===== config.mk =====
export PLATFORM = sky130hd
export DESIGN_NAME = sram_bank_arbiter_flat
export DESIGN_NICKNAME = d
export VERILOG_FILES = /design/src/rtl/sram_bank_arbiter_pkg.sv /design/src/rtl/sram_bank_arbiter_if.sv /design/src/rtl/sram_arb_rr.sv /design/src/rtl/sram_bank_arbiter.sv /design/src/flat_wrapper.sv
export SDC_FILE = /design/constraint.sdc
export NUM_CORES = 1
export LEC_CHECK = 0
export BUFFER_PORTS_ARGS = -buffer_cell sky130_fd_sc_hd__buf_4
export CAP_MARGIN = 20
export CORE_AREA = 2 2 84 86
export DETAILED_ROUTE_END_ITERATION = 10
export DIE_AREA = 0 0 86 88
export GPL_ROUTABILITY_DRIVEN = 0
export PLACE_DENSITY = 0.64
export SETUP_SLACK_MARGIN = 0.4
export SLEW_MARGIN = 20
export SYNTH_ARGS = -nofsm -noshare
export SYNTH_HDL_FRONTEND = slang
export SYNTH_HIERARCHICAL = 1
export SYNTH_SLANG_ARGS = --single-unit

===== constraint.sdc =====
create_clock -name clk_i -period 2.1 [get_ports clk_i]
set_clock_uncertainty 0.1 [all_clocks]
set_input_delay 0.21 -clock clk_i [delete_from_list [all_inputs] [get_ports clk_i]]
set_output_delay 0.21 -clock clk_i [all_outputs]
set_load 0.02 [all_outputs]

===== src/rtl/sram_bank_arbiter_pkg.sv =====
`default_nettype none
// ============================================================================
//  Module   : sram_arb_pkg
//  Brief    : Shared types for the SRAM bank arbiter (power states, port index)
//  Revision : 1.0 - initial release
// ============================================================================
package sram_arb_pkg;

    typedef enum logic [1:0] {
        ACTIVE    = 2'd0,
        RETENTION = 2'd1,
        WAKE      = 2'd2
    } pwr_state_e;

    localparam int c_max_ports = 4;

    typedef logic [1:0] port_idx_t;

endpackage
`default_nettype wire


===== src/rtl/sram_bank_arbiter_if.sv =====
`default_nettype none
// ============================================================================
//  Module   : sram_bank_arbiter_if
//  Brief    : Requester bundle plus downstream SRAM-side signals of the arbiter
//  Revision : 1.0 - initial release
// ============================================================================
interface sram_bank_arbiter_if #(
    parameter int NUM_PORTS  = 2,
    parameter int ADDR_WIDTH = 10
);
    logic [NUM_PORTS-1:0]            req_i;
    logic [NUM_PORTS-1:0]            we_i;
    logic [NUM_PORTS*ADDR_WIDTH-1:0] addr_i;
    logic [NUM_PORTS*32-1:0]         wdata_i;
    logic [NUM_PORTS*4-1:0]          be_i;
    logic [NUM_PORTS-1:0]            gnt_o;
    logic [NUM_PORTS-1:0]            rvalid_o;
    logic [31:0]                     rdata_o;
    logic                            sram_req_o;
    logic                            sram_we_o;
    logic [ADDR_WIDTH-1:0]           sram_addr_o;
    logic [31:0]                     sram_wdata_o;
    logic [3:0]                      sram_be_o;
    logic [31:0]                     sram_rdata_i;
    logic                            sram_ret_no;
    logic [1:0]                      ret_state_o;

    modport master (
        output req_i, we_i, addr_i, wdata_i, be_i, sram_rdata_i,
        input  gnt_o, rvalid_o, rdata_o, sram_req_o, sram_we_o, sram_addr_o,
               sram_wdata_o, sram_be_o, sram_ret_no, ret_state_o
    );

    modport slave (
        input  req_i, we_i, addr_i, wdata_i, be_i, sram_rdata_i,
        output gnt_o, rvalid_o, rdata_o, sram_req_o, sram_we_o, sram_addr_o,
               sram_wdata_o, sram_be_o, sram_ret_no, ret_state_o
    );
endinterface
`default_nettype wire


===== src/rtl/sram_arb_rr.sv =====
`default_nettype none
// ============================================================================
//  Module   : sram_arb_rr
//  Brief    : Combinational rotating-priority picker starting at i_ptr
//  Revision : 1.0 - initial release
// ============================================================================
module sram_arb_rr
    import sram_arb_pkg::*;
#(
    parameter int NUM_PORTS = 2
) (
    input  logic [NUM_PORTS-1:0] i_req,
    input  port_idx_t            i_ptr,
    output logic [NUM_PORTS-1:0] o_gnt,
    output port_idx_t            o_idx,
    output logic                 o_valid
);

    logic [c_max_ports-1:0] w_req_ext;
    port_idx_t              w_cand;

    always_comb begin
        w_req_ext                = '0;
        w_req_ext[NUM_PORTS-1:0] = i_req;
        w_cand                   = '0;
        o_idx                    = '0;
        o_valid                  = 1'b0;
        o_gnt                    = '0;
        for (int i = 0; i < NUM_PORTS; i++) begin
            w_cand = port_idx_t'((int'(i_ptr) + i) % NUM_PORTS);
            if (!o_valid && w_req_ext[w_cand]) begin
                o_valid = 1'b1;
                o_idx   = w_cand;
            end
        end
        for (int p = 0; p < NUM_PORTS; p++) begin
            o_gnt[p] = o_valid && (port_idx_t'(p) == o_idx);
        end
    end

endmodule
`default_nettype wire


===== src/rtl/sram_bank_arbiter.sv =====
`default_nettype none
// ============================================================================
//  Module   : sram_bank_arbiter
//  Brief    : Round-robin sharing of one SRAM bank with idle-driven retention
//  Revision : 1.0 - initial release
// ============================================================================
module sram_bank_arbiter
    import sram_arb_pkg::*;
#(
    parameter int NUM_PORTS   = 2,
    parameter int NUM_WORDS   = 1024,
    parameter int IDLE_CYCLES = 64,
    parameter int WAKE_CYCLES = 4
) (
    input  logic               clk_i,
    input  logic               rst_i,
    sram_bank_arbiter_if.slave bus
);

    localparam int c_addr_w = $clog2(NUM_WORDS);
    localparam int c_idle_w = $clog2(IDLE_CYCLES + 2);
    localparam int c_wake_w = $clog2(WAKE_CYCLES + 1);

    typedef logic [c_idle_w-1:0] idle_cnt_t;
    typedef logic [c_wake_w-1:0] wake_cnt_t;

    pwr_state_e           r_state, w_state_nxt;
    idle_cnt_t            r_idle_cnt, w_idle_nxt;
    wake_cnt_t            r_wake_cnt, w_wake_nxt;
    port_idx_t            r_rr_ptr;
    port_idx_t            w_win_idx;
    logic [NUM_PORTS-1:0] w_pick_gnt;
    logic [NUM_PORTS-1:0] w_gnt;
    logic [NUM_PORTS-1:0] r_rvalid;
    logic                 w_pick_valid;
    logic                 w_grant;
    logic                 w_any_req;

    sram_arb_rr #(.NUM_PORTS(NUM_PORTS)) u_rr (
        .i_req   (bus.req_i),
        .i_ptr   (r_rr_ptr),
        .o_gnt   (w_pick_gnt),
        .o_idx   (w_win_idx),
        .o_valid (w_pick_valid)
    );

    // Grants are masked while reset is held so nothing reaches the bank.
    assign w_any_req = |bus.req_i;
    assign w_grant   = w_pick_valid && (r_state == ACTIVE) && !rst_i;
    assign w_gnt     = w_grant ? w_pick_gnt : '0;

    always_ff @(posedge clk_i) begin
        if (rst_i) begin
            r_state    <= ACTIVE;
            r_idle_cnt <= '0;
            r_wake_cnt <= '0;
            r_rr_ptr   <= '0;
            r_rvalid   <= '0;
        end else begin
            r_state    <= w_state_nxt;
            r_idle_cnt <= w_idle_nxt;
            r_wake_cnt <= w_wake_nxt;
            r_rvalid   <= w_gnt;
            if (w_grant) begin
                r_rr_ptr <= port_idx_t'((int'(w_win_idx) + 1) % NUM_PORTS);
            end
        end
    end

    always_comb begin
        w_state_nxt = r_state;
        w_idle_nxt  = '0;
        w_wake_nxt  = '0;
        case (r_state)
            ACTIVE: begin
                if (!w_any_req) begin
                    if (int'(r_idle_cnt) < IDLE_CYCLES) begin
                        w_idle_nxt = r_idle_cnt + idle_cnt_t'(1);
                    end else begin
                        w_idle_nxt = r_idle_cnt;
                    end
                    if ((IDLE_CYCLES != 0) && (int'(r_idle_cnt) >= IDLE_CYCLES - 1) &&
                        (r_rvalid == '0)) begin
                        w_state_nxt = RETENTION;
                    end
                end
            end
            RETENTION: begin
                if (w_any_req) begin
                    w_state_nxt = WAKE;
                end
            end
            WAKE: begin
                // The request cycle seen in retention counts toward the wake time.
                w_wake_nxt = r_wake_cnt + wake_cnt_t'(1);
                if (int'(r_wake_cnt) + 1 >= WAKE_CYCLES - 1) begin
                    w_state_nxt = ACTIVE;
                end
            end
            default: w_state_nxt = ACTIVE;
        endcase
    end

    always_comb begin
        bus.sram_we_o    = 1'b0;
        bus.sram_addr_o  = '0;
        bus.sram_wdata_o = '0;
        bus.sram_be_o    = '0;
        for (int p = 0; p < NUM_PORTS; p++) begin
            if (w_gnt[p]) begin
                bus.sram_we_o    = bus.we_i[p];
                bus.sram_addr_o  = bus.addr_i[p*c_addr_w +: c_addr_w];
                bus.sram_wdata_o = bus.wdata_i[p*32 +: 32];
                bus.sram_be_o    = bus.be_i[p*4 +: 4];
            end
        end
    end

    assign bus.sram_req_o  = w_grant;
    assign bus.gnt_o       = w_gnt;
    assign bus.rvalid_o    = r_rvalid;
    assign bus.rdata_o     = bus.sram_rdata_i;
    assign bus.sram_ret_no = (r_state != RETENTION);
    assign bus.ret_state_o = r_state;

endmodule
`default_nettype wire


===== src/flat_wrapper.sv =====
// flat-port wrapper written by rule: the top's interface ports become plain ports
module sram_bank_arbiter_flat import sram_arb_pkg::*;
#(
    parameter int NUM_PORTS   = 2,
    parameter int NUM_WORDS   = 1024,
    parameter int IDLE_CYCLES = 64,
    parameter int WAKE_CYCLES = 4
)
  (clk_i, rst_i, bus_req_i, bus_we_i, bus_addr_i, bus_wdata_i, bus_be_i, bus_sram_rdata_i, bus_gnt_o, bus_rvalid_o, bus_rdata_o, bus_sram_req_o, bus_sram_we_o, bus_sram_addr_o, bus_sram_wdata_o, bus_sram_be_o, bus_sram_ret_no, bus_ret_state_o);
  sram_bank_arbiter_if #(.NUM_PORTS(NUM_PORTS), .ADDR_WIDTH((10))) bus_i ();
  input  logic clk_i;
  input  logic rst_i;
  input wire logic [$bits(bus_i.req_i)-1:0] bus_req_i;
  input wire logic [$bits(bus_i.we_i)-1:0] bus_we_i;
  input wire logic [$bits(bus_i.addr_i)-1:0] bus_addr_i;
  input wire logic [$bits(bus_i.wdata_i)-1:0] bus_wdata_i;
  input wire logic [$bits(bus_i.be_i)-1:0] bus_be_i;
  input wire logic [$bits(bus_i.sram_rdata_i)-1:0] bus_sram_rdata_i;
  output wire logic [$bits(bus_i.gnt_o)-1:0] bus_gnt_o;
  output wire logic [$bits(bus_i.rvalid_o)-1:0] bus_rvalid_o;
  output wire logic [$bits(bus_i.rdata_o)-1:0] bus_rdata_o;
  output wire logic [$bits(bus_i.sram_req_o)-1:0] bus_sram_req_o;
  output wire logic [$bits(bus_i.sram_we_o)-1:0] bus_sram_we_o;
  output wire logic [$bits(bus_i.sram_addr_o)-1:0] bus_sram_addr_o;
  output wire logic [$bits(bus_i.sram_wdata_o)-1:0] bus_sram_wdata_o;
  output wire logic [$bits(bus_i.sram_be_o)-1:0] bus_sram_be_o;
  output wire logic [$bits(bus_i.sram_ret_no)-1:0] bus_sram_ret_no;
  output wire logic [$bits(bus_i.ret_state_o)-1:0] bus_ret_state_o;
  assign bus_i.req_i = bus_req_i;
  assign bus_i.we_i = bus_we_i;
  assign bus_i.addr_i = bus_addr_i;
  assign bus_i.wdata_i = bus_wdata_i;
  assign bus_i.be_i = bus_be_i;
  assign bus_i.sram_rdata_i = bus_sram_rdata_i;
  assign bus_gnt_o = bus_i.gnt_o;
  assign bus_rvalid_o = bus_i.rvalid_o;
  assign bus_rdata_o = bus_i.rdata_o;
  assign bus_sram_req_o = bus_i.sram_req_o;
  assign bus_sram_we_o = bus_i.sram_we_o;
  assign bus_sram_addr_o = bus_i.sram_addr_o;
  assign bus_sram_wdata_o = bus_i.sram_wdata_o;
  assign bus_sram_be_o = bus_i.sram_be_o;
  assign bus_sram_ret_no = bus_i.sram_ret_no;
  assign bus_ret_state_o = bus_i.ret_state_o;
  sram_bank_arbiter #(.NUM_PORTS(NUM_PORTS), .NUM_WORDS(NUM_WORDS), .IDLE_CYCLES(IDLE_CYCLES), .WAKE_CYCLES(WAKE_CYCLES)) u_core (.clk_i(clk_i), .rst_i(rst_i), .bus(bus_i));
endmodule

==> results of run 1 <==
through the flow:
stage	util	cell area (um2)	hold slack (ns)
global route	0.4917	3267	0.06458
floorplan	-	1817	0.1828
finish	0.4917	3267	0.06891
CTS	0.4580	3043	0.06516
global placement	0.4185	2780	0.3201
detailed placement	0.4185	2780	0.3201
worst max path at each step:
stage                                            from                    to  slack [ns]
6_report       u_core/bus.ret_state_o[1]$_SDFFE_PP0P_   bus_sram_wdata_o[6]        0.08
3_3_place_gp                                    rst_i    bus_sram_addr_o[9]        0.10
2_1_floorplan  u_core/bus.ret_state_o[1]$_SDFFE_PP0P_  bus_sram_wdata_o[11]        0.21
3_5_place_dp                                    rst_i    bus_sram_addr_o[9]        0.04
5_1_grt        u_core/bus.ret_state_o[1]$_SDFFE_PP0P_   bus_sram_wdata_o[6]       -0.02
4_1_cts        u_core/bus.ret_state_o[1]$_SDFFE_PP0P_  bus_sram_wdata_o[13]        0.04
power by group through the flow:
| stage | clock network [W] | logic (W) | registers, W |
|---|---|---|---|
| floorplan | 0 | 0.000334 | 0.000300 |
| global placement | 0 | 0.000504 | 0.000298 |
| detailed placement | 0 | 0.000510 | 0.000298 |
| CTS | 0.000242 | 0.000560 | 0.000292 |
| global route | 0.000255 | 0.000644 | 0.000293 |
| finish | 0.000232 | 0.000612 | 0.000292 |
cell type report:
cell class | instances | area, um2 | share of cell area
Tap cell | 80 | 100.1 | 0.03064
Multi-Input combinational cell | 100 | 1152 | 0.3527
Clock inverter | 1 | 5.005 | 0.001532
Sequential cell | 15 | 306.5 | 0.09383
Timing Repair Buffer | 175 | 1654 | 0.5063
Clock buffer | 3 | 41.29 | 0.01264
Inverter | 2 | 7.507 | 0.002298
registers in the layout, indices dropped and copies added, names as in the netlist:
register                count
u_core/bus.ret_state_o      2
u_core/bus.rvalid_o         2
u_core/r_idle_cnt           7
u_core/r_rr_ptr             1
u_core/r_wake_cnt           3
placed cells by master (no fill, tap or decap), types with 2 or more instances in the layout:
cell,n
and2_4,2
clkbuf_8,3
buf_6,50
buf_12,4
and2_1,2
clkbuf_16,2
xor2_1,3
buf_16,3
a21boi_1,2
a22o_1,7
a21oi_1,3
a22o_4,40
nand4b_1,2
buf_4,115
ha_1,3
inv_1,2
nor2_1,14
xnor2_1,2
dfxtp_2,2
dfxtp_1,12
o211a_1,2
what timing repair did:
action	CTS	global route
cloned	3	2
pin swaps	3	6
setup buffers	11	1
endpoints found under the setup margin	48	50
gates resized for setup	12	47
worst max-delay path, cell delays in order (launching register included):
cell,delay [ns]
dfxtp_4,0.35
nor4b_4,0.29
and3b_4,0.30
buf_6,0.14
clkbuf_16,0.15
a22o_4,0.11
buf_6,0.11
routing by layer:
metal | global-route usage | vias to the layer above
li1 | - | 841
met1 | 0.1656 | 817
met2 | 0.2819 | 101
met3 | 0.04807 | 8
met4 | 0.04185 | 0
met5 | 0 | -
==> results_dict.tcl, run 1 <==
set metrics [dict create \
    status "completed" \
    grt_max_degree 14 \
    drt-initial-drc-count 18 \
    critPathCaptureType "primary output" \
    ant_nets 0 \
    initial_utilization 0.2154 \
    placed_cells 355 \
    htreeDepth 1 \
    crit_required_ns 1.79 \
    ios 217 \
    drt_first_pass_iters 4 \
    vias 1767 \
    worstHoldEndpoint "u_core/r_rr_ptr[0]$_SDFFE_PP0N_" \
    drt-total-wl_um 6365 \
    tightestPinTransition_ns 0.2900 \
    hold_path.class "in2reg" \
    cts-root-buf "clkbuf_8" \
    wl_per_cell_um 16.93 \
    numCtsBuffers 3 \
    arrival_ns 1.71 \
    antenna_cells 0 \
    rows 30 \
    viasPerCell 4.699 \
    relSlewSlack 0.8061 \
    yosys_warnings 6 \
    fin_cells 376 \
    cts.hold.buffers_added 0 \
    clk_pin_slew_worst_paths_ns 0.06 \
    power_leakage_nw 1.685 \
    hold_viol_final 0 \
    fin_crit_ns 2.018 \
    powerDensity_nw_per_um2 347.7 \
    place_ws_ns 0.04400 \
    grtUsageTotal 0.1517 \
    timing.rr.end "u_core/bus.ret_state_o[1]$_SDFFE_PP0P_" \
    numPortBuffers 152 \
    regToRegSetupSlack_ns 0.55 \
    antenna_found_initial 0 \
    hpwl_um 4793 \
    power.share.clock 0.204 \
    timing.setup.critical_path_class "reg2out" \
    internal_power_w 0.0007903 \
    m1WireLength_um 2360 \
    power_frac_comb 0.539 \
    swShare 0.3042 \
    avgSynthCellArea_um2 8.946 \
    nets 430 \
    clock-sinks 15 \
    core_um2 6644 \
    post-route-period-util 0.9611 \
    wl_met2_um 3363 \
    grt_pass1_vias 1783 \
    dieArea_um2 7568 \
    drive_gt1_frac 0.7736 \
    setup_ws_ns 0.08170 \
    ir_drop_v 0.0005210 \
    top_layer "met4" \
    drc_errors 0 \
    setup-violations-final 0 \
    whs_path_depth 2 \
    max_freq_mhz 495.5 \
    share_seq_of_total_power 0.257 \
    setup_tns_ns 0 \
    maxCapViolations 0 \
    clk_latency_ns 0.25 \
    synth_nets 293 \
    min_from "rst_i" \
    die_h_um 88 \
    p_total_w 0.001136 \
    fill_cells 622 \
    cts_buffer_depth 2 \
    dr_wl_met3_um 555 \
    die_w_um 86 \
    area_growth_pct 128.2 \
    netlist_instances 160 \
    grt_pass1_wl_um 9087 \
    cts_tree "built" \
    switchingPower_w 0.0003455 \
    rsz0062_at_grt "yes" \
    crit_path_start_kind "flop" \
    netlist_area_um2 1431 \
    r2r-start "u_core/r_wake_cnt[0]$_SDFF_PP0_" \
    crit_fanout 6 \
    finalMaxSlewViolations 0 \
    r2r_cells 4 \
    overflow 0 \
]
No activity file was read; power rests on OpenSTA's default activity.
==> run 2, diff against run 1 <==
clock period = 2.53 ns   (was 2.1 ns; I/O delays follow)
==> run 2 against run 1 <==
Final area fell by 20%. First-iteration DRC count rose to 3.9 times the previous value. Die area unchanged. Routed wire length grew 0.90%. Core utilization decreased by 10 points. Clock power down 12%. Non-clock buffer count decreased by 13. Worst hold slack improved by 0.043 ns. Sequential share of layout area is 2.3 points higher. Critical path type unchanged. Critical endpoint is now bus_sram_wdata_o[31]. Largest cell class unchanged.
==> results_dict.tcl, run 2 (synthesis gave the netlist of run 1 again) <==
set metrics [dict create \
    place_area_um2 2371 \
    arrival_ns 1.75 \
    drt-total-wl_um 6422 \
    finalMaxSlewViolations 0 \
    worstHoldEndpoint "u_core/r_rr_ptr[0]$_SDFFE_PP0N_" \
    grt_pass1_wl_um 8397 \
    slowest_stage "dfxtp_2" \
    drt-initial-drc-count 70 \
    cp_cell_sequence "inv_1, a21boi_2, and3b_2, buf_12, clkbuf_16, a22o_4, buf_4" \
    status "completed" \
    cp-startpoint "u_core/r_rr_ptr[0]$_SDFFE_PP0N_" \
    tightestPinTransition_ns 0.3121 \
    hpwl_um 5142 \
    grtUsageTotal 0.1452 \
    max_freq_mhz 474.4 \
    die_w_um 86 \
    powerDensity_nw_per_um2 319.9 \
    post-route-period-util 0.8332 \
    whs_path_depth 2 \
    htreeDepth 1 \
    clk_pin_slew_worst_paths_ns 0.06 \
    drive_gt1_frac 0.6254 \
    crit_family "buffers and inverters" \
    overflow 0 \
    hold_viol_final 0 \
    final_cell_area_um2 2600 \
    rows 30 \
    timing.setup.critical_path_class "reg2out" \
    wl_per_cell_um 17.59 \
    path_buf_inv 4 \
    relSlewSlack 0.7913 \
    largest_register_ff_count 7 \
    clock-sinks 15 \
    setup_tns_ns 0 \
    area_growth_pct 81.64 \
    largest_register "u_core/r_idle_cnt" \
    regToRegSetupSlack_ns 0.96 \
    multiInputGateArea_um2 813.3 \
    fin_crit_ns 2.108 \
    crit_fanout 9 \
    numCtsBuffers 3 \
    cts-root-buf "clkbuf_8" \
    vias 1706 \
    numPortBuffers 152 \
    critPathMaxStageDelay_ns 0.34 \
    rsz0062_at_grt "yes" \
    cts_buffer_depth 2 \
    ant_nets 0 \
    cts_tree "built" \
    ir_drop_v 0.0002824 \
    seqCellArea_um2 304.0 \
    timing.rr.end "u_core/bus.ret_state_o[1]$_SDFFE_PP0P_" \
    final_cell_mix "buf_4, a22o_1, nor2_1, dfxtp_1" \
    die_h_um 88 \
    grt_pass1_vias 1583 \
    final_common_cell "buf_4" \
    drc_errors 0 \
    power_leakage_nw 1.339 \
    viasPerCell 4.674 \
    crit_required_ns 2.18 \
    nets 417 \
    cts.hold.buffers_added 0 \
    maxCapViolations 0 \
    dieArea_um2 7568 \
    setup-violations-final 0 \
    top_regs "u_core/r_idle_cnt: 7 flops, u_core/r_wake_cnt: 3 flops" \
    antenna_found_initial 4 \
    critPathCaptureType "primary output" \
    clk_latency_ns 0.25 \
    ios 217 \
    min_from "rst_i" \
    drt_first_pass_iters 4 \
    hold_path.class "in2reg" \
    grt_max_degree 29 \
    r2r_cells 4 \
    r2r-start "u_core/r_wake_cnt[0]$_SDFF_PP0_" \
    crit_path_start_kind "flop" \
    fill_cells 694 \
    core_um2 6644 \
    initial_utilization 0.2154 \
]
run 2: final cells by class:
class | instances | share of cell area
Timing Repair Buffer | 162 | 0.5082
Multi-Input combinational cell | 100 | 0.3128
Sequential cell | 15 | 0.1169
Tap cell | 80 | 0.03850
Clock buffer | 3 | 0.01588
Clock inverter | 1 | 0.002887
Inverter | 2 | 0.002887
Antenna cell | 2 | 0.001925
run 2: worst max path at each step:
stage / endpoint / slack, ns / cells past startpoint
after CTS: bus_sram_we_o / 0.39 / 5
after detailed placement: bus_sram_we_o / 0.42 / 5
final: bus_sram_wdata_o[31] / 0.42 / 7
after floorplan: bus_sram_addr_o[0] / 0.45 / 5
after global placement: bus_sram_we_o / 0.43 / 5
after global routing: bus_sram_addr_o[4] / 0.34 / 6
run 2: where the power goes:
part           total (W)  internal, W  switching, W
combinational   0.000385     0.000221      0.000163
clock           0.000204     0.000111     0.0000927
sequential      0.000243     0.000240    0.00000293
run 2: routing by layer:
layer	wire, um	up-vias	global-route usage
met2	2736	105	0.2072
met5	23	-	0
met1	2519	766	0.1779
met4	59	4	0.03175
li1	-	821	-
met3	1084	10	0.1027
run 2: per-stage QoR:
step | hold WS [ns] | instances | worst slack [ns] | util | power [W]
finish | 0.1123 | 365 | 0.4220 | 0.3913 | 0.0008316
global route | 0.1227 | 363 | 0.3359 | 0.3906 | 0.0008690
CTS | 0.1156 | 359 | 0.3949 | 0.3714 | 0.0008138
detailed placement | 0.3486 | 353 | 0.4179 | 0.3569 | 0.0006002
global placement | 0.3393 | 353 | 0.4272 | 0.3569 | 0.0005976
floorplan | 0.2258 | 160 | 0.4549 | - | 0.0004718
run 2: repair_timing:
action | 4_1_cts | 5_1_grt
hold endpoints to repair | 0 | 0
cloned | 0 | 3
setup buffers | 2 | 1
gates resized for setup | 7 | 9
endpoints found under the setup margin | 47 | 47
pin swaps | 2 | 3
==> run 3, diff against run 2 <==
ABC_AREA = 1   (was not set)
CORE_AREA = not set   (was 2 2 84 86)
CORE_ASPECT_RATIO = 0.7   (was not set)
CORE_MARGIN = 2   (was not set)
CORE_UTILIZATION = 30   (was not set)
DIE_AREA = not set   (was 0 0 86 88)
PLACE_DENSITY = 0.8   (was 0.64)
clock period = 1.89 ns   (was 2.53 ns; I/O delays follow)
==> run 3 against run 2 <==
Worst setup slack got worse by 0.41 ns. Power rose by 110%. Synthesized cell count rose by 83%. Worst hold slack improved by 0.068 ns. Via count rose by 38%. Area after synthesis rose by 20%. Clock power rose by 27%. Die area fell by 16%. Sequential cell count did not move. Combinational power rose to 2.9 times the previous value. Critical path type unchanged. Largest power group unchanged.
==> results_dict.tcl, run 3 <==
set metrics [dict create \
    final_common_cell "buf_4" \
    hpwl_um 4741 \
    drt_first_pass_iters 4 \
    fin_crit_ns 1.881 \
    post-route-period-util 0.9950 \
    dieArea_um2 6375 \
    clk_latency_ns 0.25 \
    top_regs "u_core/r_idle_cnt: 7 flops, u_core/r_wake_cnt: 3 flops" \
    clk_pin_slew_worst_paths_ns 0.06 \
    antenna_cells 0 \
    hold_viol_final 0 \
    rsz0062_at_grt "yes" \
    fin_hold_ws_ns 0.1806 \
    yosys_warnings 6 \
    vias 2346 \
    timing.setup.critical_path_class "reg2out" \
    cp-startpoint "u_core/r_rr_ptr[0]$_SDFFE_PP0N_" \
    relSlewSlack 0.7558 \
    netlist_instances 292 \
    grt_max_degree 31 \
    largest_register_ff_count 7 \
    status "completed" \
    htreeDepth 1 \
    cts-root-buf "clkbuf_8" \
    timing.rr.end "u_core/r_idle_cnt[5]$_SDFFE_PP0N_" \
    largest_register "u_core/r_idle_cnt" \
    setup_tns_ns 0 \
    critPathCaptureType "primary output" \
    wl_per_cell_um 13.68 \
    drt-initial-drc-count 55 \
    antenna_found_initial 0 \
    grt_pass1_wl_um 8700 \
    core_um2 5640 \
    die_h_um 67.41 \
    cp-endpoint "bus_sram_wdata_o[1]" \
    r2r_cells 6 \
    clock-sinks 15 \
    final_cell_mix "buf_4, nand2_1, nand2_2, buf_6, nand3_1" \
    overflow 0 \
    ios 217 \
    cts.hold.buffers_added 0 \
    initial_utilization 0.3055 \
    power_leakage_nw 1.681 \
    finalMaxSlewViolations 0 \
    grtUsageTotal 0.1700 \
    crit_fanout 7 \
    setup-violations-final 0 \
    powerDensity_nw_per_um2 523.4 \
    avgSynthCellArea_um2 5.900 \
    numCtsBuffers 3 \
    nets 553 \
    cts_tree "built" \
    tightestPinTransition_ns 0.3663 \
    drc_errors 0 \
    drt-total-wl_um 6759 \
    crit_path_start_kind "flop" \
    synth_nets 425 \
    regToRegSetupSlack_ns 0.47 \
    cts_buffer_depth 2 \
    r2r-start "u_core/bus.ret_state_o[0]$_SDFFE_PP0P_" \
    numPortBuffers 152 \
    max_freq_mhz 531.8 \
    ir_drop_v 0.0002656 \
    rows 23 \
    area_growth_pct 93.54 \
    netlist_area_um2 1723 \
    grt_pass1_vias 1939 \
    hold_path.class "in2reg" \
    arrival_ns 1.59 \
    ant_nets 0 \
    die_w_um 94.58 \
    viasPerCell 4.749 \
    crit_required_ns 1.60 \
    maxCapViolations 0 \
    drive_gt1_frac 0.6181 \
]
-- run 3: layer usage --
layer / global-route usage / up-vias / part of all wire
li1: - / 1143 / -
met1: 0.1933 / 1095 / 0.38
met2: 0.3196 / 100 / 0.54
met3: 0.04799 / 8 / 0.072
met4: 0.03804 / 0 / 0.0062
met5: 0 / - / 0
-- run 3: critical path, stage by stage (launching register included) --
cell and delay (ns):
dfxtp_2 0.34, inv_2 0.05, a21oi_2 0.16, clkinv_2 0.10, nor2_4 0.17, buf_12 0.14, clkbuf_16 0.16, nand2_2 0.05
nand2_2 0.06, buf_6 0.11
-- run 3: worst min-delay path by stage --
stage                               from                                 to  slack, ns  depth (start not counted)
finish                      bus_req_i[0]    u_core/r_rr_ptr[0]$_SDFFE_PP0N_       0.18                          3
global route                bus_req_i[1]  u_core/bus.rvalid_o[0]$_SDFF_PP0_       0.21                          4
CTS                         bus_req_i[0]    u_core/r_rr_ptr[0]$_SDFFE_PP0N_       0.16                          3
detailed placement  bus_sram_rdata_i[21]                    bus_rdata_o[21]       0.28                          0
global placement    bus_sram_rdata_i[21]                    bus_rdata_o[21]       0.28                          0
floorplan                   bus_req_i[0]    u_core/r_rr_ptr[0]$_SDFFE_PP0N_       0.27                          2
-- run 3: where the power goes --
group          total (W)  internal (W)  switching [W]  leakage (nW)
registers       0.000368      0.000344      0.0000242         0.123
logic            0.00112      0.000560       0.000557          1.54
clock network   0.000260      0.000149       0.000111        0.0228
total            0.00175       0.00105       0.000692          1.68
-- run 3: per-stage QoR --
step	instances	power [W]	setup WS, ns	instance area, um2	utilization
floorplan	292	0.0009359	0.4001	1782	-
global placement	478	0.001212	0.2461	2735	0.4849
detailed placement	478	0.001230	0.2266	2735	0.4849
CTS	489	0.001607	0.02108	2979	0.5282
global route	494	0.001847	-0.06738	3334	0.5912
finish	494	0.001745	0.009428	3334	0.5912
-- run 3: repair_timing --
action	in CTS	in global routing
setup endpoints to repair	49	51
resized for setup	25	76
cloned	2	3
pin swaps	0	22
buffers inserted	5	2
-- run 3: area by class of cell --
class | count | area (um2)
clock buffer | 4 | 45.04
fill | 512 | 2306
inverter | 19 | 72.57
multi-input combinational | 211 | 1239
sequential | 15 | 306.5
tap | 75 | 93.84
timing repair buffer | 170 | 1578
